[src/rtl/mem_arb_pkg.sv]
// Shared encodings for the memory-port arbiter: FSM state codes and requester port indices.
package mem_arb_pkg;

    typedef enum logic [1:0] {
        ST_IDLE = 2'd0,
        ST_GNT0 = 2'd1,
        ST_GNT1 = 2'd2
    } state_t;

    localparam int unsigned PORT_I = 0;  // instruction-cache refill path
    localparam int unsigned PORT_D = 1;  // dcache_top

endpackage

[src/rtl/mem_arb_pick.sv]
// Combinational winner select for the arbiter. MEM_ARB_RR_EN selects round-robin on the
// last-served pointer; otherwise the dcache port always wins a tie.
module mem_arb_pick
    import mem_arb_pkg::*;
(
    input  logic [1:0] i_req,
    input  logic       i_last,
    output logic [1:0] o_gnt
);

`ifndef MEM_ARB_RR_EN
    logic w_unused_last;
    assign w_unused_last = i_last;
`endif

    // NOTE: o_gnt is assigned a default before any branch so no path leaves it unassigned (no latch).
    always_comb begin
        o_gnt = i_req;
        if (i_req == 2'b11) begin
            o_gnt = 2'b00;
`ifdef MEM_ARB_RR_EN
            // The port not served last wins the tie.
            if (i_last == 1'(PORT_D)) o_gnt[PORT_I] = 1'b1;
            else                      o_gnt[PORT_D] = 1'b1;
`else
            o_gnt[PORT_D] = 1'b1;
`endif
        end
    end

endmodule

[src/rtl/mem_arbiter.sv]
// Shares one 256-bit memory port between icache refill (port 0) and dcache (port 1).
// Define MEM_ARB_RR_EN for round-robin arbitration; default is fixed priority to port 1.
module mem_arbiter
    import mem_arb_pkg::*;
#(
    parameter int DATA_W = 256,
    parameter int ADDR_W = 32
) (
    input  logic              clk_i,
    input  logic              rst_i,
    input  logic              p0_enable_i,
    input  logic              p0_write_i,
    input  logic [ADDR_W-1:0] p0_addr_i,
    input  logic [DATA_W-1:0] p0_data_i,
    output logic              p0_ack_o,
    output logic [DATA_W-1:0] p0_data_o,
    input  logic              p1_enable_i,
    input  logic              p1_write_i,
    input  logic [ADDR_W-1:0] p1_addr_i,
    input  logic [DATA_W-1:0] p1_data_i,
    output logic              p1_ack_o,
    output logic [DATA_W-1:0] p1_data_o,
    output logic              mem_enable_o,
    output logic              mem_write_o,
    output logic [ADDR_W-1:0] mem_addr_o,
    output logic [DATA_W-1:0] mem_data_o,
    input  logic              mem_ack_i,
    input  logic [DATA_W-1:0] mem_data_i,
    output logic [1:0]        gnt_o,
    output logic              err_o
);

    state_t     r_state;
    state_t     w_next;
    logic [1:0] w_req;
    logic [1:0] w_pick;
    logic       w_last;
    logic       w_drop;
    logic       r_err;

    assign w_req = {p1_enable_i, p0_enable_i};

`ifdef MEM_ARB_RR_EN
    logic r_last;

    always_ff @(posedge clk_i) begin
        if (!rst_i) begin
            r_last <= 1'(PORT_I);
        end else if (mem_ack_i && r_state == ST_GNT0) begin
            r_last <= 1'(PORT_I);
        end else if (mem_ack_i && r_state == ST_GNT1) begin
            r_last <= 1'(PORT_D);
        end
    end

    assign w_last = r_last;
`else
    assign w_last = 1'b0;
`endif

    mem_arb_pick u_pick (
        .i_req  (w_req),
        .i_last (w_last),
        .o_gnt  (w_pick)
    );

    // NOTE: state flops use non-blocking assignment so every always_ff reads pre-edge values.
    always_ff @(posedge clk_i) begin
        if (!rst_i) r_state <= ST_IDLE;
        else        r_state <= w_next;
    end

    always_comb begin
        w_next = r_state;
        case (r_state)
            ST_IDLE: begin
                if (w_pick[PORT_D])      w_next = ST_GNT1;
                else if (w_pick[PORT_I]) w_next = ST_GNT0;
            end
            ST_GNT0, ST_GNT1: begin
                if (mem_ack_i) w_next = ST_IDLE;
            end
            default: w_next = ST_IDLE;
        endcase
    end

    always_comb begin
        mem_enable_o = 1'b0;
        mem_write_o  = 1'b0;
        mem_addr_o   = '0;
        mem_data_o   = '0;
        p0_ack_o     = 1'b0;
        p1_ack_o     = 1'b0;
        gnt_o        = 2'b00;
        case (r_state)
            ST_GNT0: begin
                mem_enable_o  = 1'b1;
                mem_write_o   = p0_write_i;
                mem_addr_o    = p0_addr_i;
                mem_data_o    = p0_data_i;
                p0_ack_o      = mem_ack_i;
                gnt_o[PORT_I] = 1'b1;
            end
            ST_GNT1: begin
                mem_enable_o  = 1'b1;
                mem_write_o   = p1_write_i;
                mem_addr_o    = p1_addr_i;
                mem_data_o    = p1_data_i;
                p1_ack_o      = mem_ack_i;
                gnt_o[PORT_D] = 1'b1;
            end
            default: ;
        endcase
    end

    // Requesters drop enable combinationally on their ack, so only a drop before the ack is a violation.
    assign w_drop = !mem_ack_i &&
                    ((r_state == ST_GNT0 && !p0_enable_i) || (r_state == ST_GNT1 && !p1_enable_i));

    always_ff @(posedge clk_i) begin
        if (!rst_i)      r_err <= 1'b0;
        else if (w_drop) r_err <= 1'b1;
    end

    assign err_o     = r_err;
    assign p0_data_o = mem_data_i;
    assign p1_data_o = mem_data_i;

endmodule

[config.mk]
export PLATFORM = sky130hd
export DESIGN_NAME = mem_arbiter
export DESIGN_NICKNAME = d
export VERILOG_FILES = /design/src/rtl/mem_arb_pkg.sv /design/src/rtl/mem_arb_pick.sv /design/src/rtl/mem_arbiter.sv
export SDC_FILE = /design/constraint.sdc
export NUM_CORES = 1
export LEC_CHECK = 0
export ABC_AREA = 1
export BUFFER_PORTS_ARGS = -buffer_cell sky130_fd_sc_hd__buf_2
export CAP_MARGIN = 40
export CORE_AREA = 2 2 637 639
export CTS_CLUSTER_SIZE = 16
export DETAILED_ROUTE_END_ITERATION = 7
export DIE_AREA = 0 0 639 641
export GPL_ROUTABILITY_DRIVEN = 1
export SYNTH_ARGS = -nofsm -noshare
export SYNTH_HDL_FRONTEND = slang
export SYNTH_SLANG_ARGS = --single-unit
[constraint.sdc]
create_clock -name clk_i -period 1.74 [get_ports clk_i]
set_input_delay 0.261 -clock clk_i [delete_from_list [all_inputs] [get_ports clk_i]]
set_output_delay 0.261 -clock clk_i [all_outputs]
set_load 0.02 [all_outputs]
==> impl_metrics.csv <==
group,metric,value,unit
outcome,status,"finished with violations",
outcome,violations,"negative setup slack",
setup_path,worstPathRequired,1.48,ns
die,io_pins,1646,
global_route,grt_max_degree,33,
placed_design,port_buffers,877,
setup_path,path_cells,"inv_2, buf_6, ha_4, buf_12, buf_16, buf_8, clkbuf_16, nand2_2, a21oi_4, buf_6",
yosys,synth_mux_area_frac,0,
die,fp.coreArea,402000,µm²
final_layout,layout.cells.non_filler,7454,
placed_design,place_area,17400,µm²
final_layout,final_area,21200,µm²
setup_path,cpMaxStageDelayCell,"dfxtp_2",
timing,fin_tns_setup,-93.63,ns
yosys,synth_top_area_cell,"buf_4",
setup_path,max_stage_delay,0.31,ns
yosys,ys_ff_latch,3,
setup_path,critPathKind,"register to output port",
timing,max-slew-margin-rel,0.662,
placed_design,dp.cells,7153,
yosys,yosys.area.top_type_share,0.470,
clock_network,clock_latency,0.23,ns
timing,clock_skew,0.00191,ns
drt,first_iter_violations,1266,
die,die_x,639,µm
drt,avgRoutedWirePerCell,51.1,µm
global_route,grt_pass1_wl,403,mm
drt,vias_per_cell,2.07,
timing,hold_viol,0,
final_layout,area_growth,158,%
clock_network,clockBufferDepth,2,
yosys,synth_adder_area_share,0.00610,
timing,rsz0062_at_grt,"true",
setup_path,critPathTopFamily,"buffers and inverters",
timing,setup_ws,-0.421,ns
timing,period_minus_slack,2.16,ns
global_route,antenna_found_initial,465,
drt,vias,15400,
yosys,yosys_warnings,0,
yosys,synth_xor_area_frac,0,
drt,wl,381,mm
setup_path,reg2reg_slack,0.22,ns
power_and_ir_drop,ir_drop,0.000218,V
yosys,syn-num-nets,2350,
yosys,yosys-top-cells-area,"buf_4 47%, nand2_1 27%, a21oi_1 18%",
drt,dr.pass1.iters,5,
clock_network,cts_buffers,3,
timing,setup_viol,293,
global_route,overflow,0,
setup_path,critPathBufInv,7,
final_layout,drive_above_1_share,0.706,
drt,drc,0,
timing,fin_crit_sh,1.24,
setup_path,crit_arrival,1.90,ns
die,fp.dieH,641,µm
setup_path,cp_max_fo,10,
min_path,hold_path_class,"input pin to register",
yosys,yosysUniqueCellTypes,12,
yosys,yosysSeqAreaShare,0.00731,
die,initial_core_util,0.0204,
timing,worstMarginPinSlew,0.507,ns
clock_network,tritoncts_num_sinks,3,
final_layout,n_fill_cell,47600,
setup_path,start_kind,"register",
yosys,synth_cells,1507,
yosys,synth_simple_gate_area_frac,0.270,
clock_network,h-tree-depth,1,
timing,drv_slew,0,
clock_network,cts_tree,"done",
power_and_ir_drop,power.leakage,6.66,nW
setup_path,path_common_cell,"buf_6",
final_layout,fin_nets,2773,
global_route,grt_pass1_vias,12300,
drt,ant_nets,0,
clock_network,clk_pin_slew,0.03,ns
yosys,netlist_area,8210,µm²
clock_network,root_buffer,"clkbuf_16",
placed_design,finalWeightedCongestion,0.947,
placed_design,dp_worst_setup_slack,-0.554,ns
placed_design,dp_hpwl,359,mm
yosys,synth.avg_cell_area,5.45,µm²
clock_network,hold_buffers,0,
die,die-area,410000,µm²
yosys,synth_top_family_by_area,"buffers and inverters",
yosys,synth_compound_area_frac,0.179,
power_and_ir_drop,power_density,344,nW/µm²
flow_run,maxCapViolCount,0,
final_layout,final_util,0.0526,
setup_path,crit_path_end_kind,"output port",
global_route,grt_use_total,0.177,
die,rows,233,
timing,max_freq,0.463,GHz
worst paths after layout:
kind / start / endpoint / cells after the start
max: r_state[1] / mem_addr_o[5] / 10
min: rst_i / err_o / 3
max reg2reg: r_state[0] / err_o / 11
min reg2reg: err_o / err_o / 2
placed cells by master (no fill, tap or decap), types with 12 or more instances in the layout:
master and n:
buf_2 653, diode_2 238, nand2_4 59, nand2_2 82
a21oi_2 145, a21oi_1 109, buf_6 89, a21oi_4 39
buf_4 133, clkbuf_16 13, nand2_1 447, buf_8 12
buf_12 104, buf_16 18
layout make-up:
class                      instances  area (µm²)  share of cell area
antenna                          238         596              0.0281
timing repair buffer            1025        8370               0.396
clock buffer                       4        78.8             0.00372
tap                             5287        6620               0.313
sequential                         3        62.6             0.00296
inverter                          10        45.0             0.00213
multi-input combinational        887        5400               0.255
sequential cells by signal (all words and copies together) (netlist names):
| register | flops |
|---|---|
| err_o | 1 |
| r_state | 2 |
synthesized netlist by cell type:
| cell type | instances |
|---|---|
| nand2_1 | 588 |
| buf_4 | 514 |
| a21oi_1 | 293 |
| buf_2 | 75 |
| buf_6 | 10 |
| inv_1 | 9 |
| clkbuf_1 | 8 |
| ha_1 | 4 |
| dfxtp_1 | 3 |
| inv_2 | 1 |
| nand4_1 | 1 |
| nor2b_1 | 1 |
routing by layer:
metal / GRT usage / up-vias / part of all wire
met4: 0.0429 / 302 / 0.037
met1: 0.126 / 6192 / 0.25
li1: - / 5358 / -
met2: 0.288 / 2633 / 0.45
met5: 0.0212 / - / 0.0082
met3: 0.214 / 912 / 0.25
per-stage QoR:
step | hold slack, ns | total power, mW
after detailed placement | 0.448 | 5.59
after CTS | 0.322 | 6.96
after global placement | 0.439 | 5.54
after floorplan | 0.393 | 3.75
after global routing | 0.315 | 7.64
final | 0.303 | 7.28
worst min-delay path, stage by stage:
cell and delay, ns:
buf_2 0.11, inv_1 0.06, a21oi_1 0.04
power breakdown:
part / internal, mW / switching, mW
Combinational: 2.65 / 4.18
Clock: 0.302 / 0.0629
Sequential: 0.0767 / 0.00364
kinds of logic after synthesis:
group                      count (synthesis)
DFF                                        3
AOI/OAI and AO/OA                        293
and+or+nand+nor                          590
adders and majority gates                  4
buffers and inverters                    617
repair_timing:
action | CTS | global route
hold endpoints to repair | 0 | 0
gates cloned | 14 | 11
pin swaps | 38 | 36
setup buffers | 36 | 5
setup endpoints to repair | 293 | 294
resized for setup | 361 | 269
No activity file was read; power rests on OpenSTA's default activity.
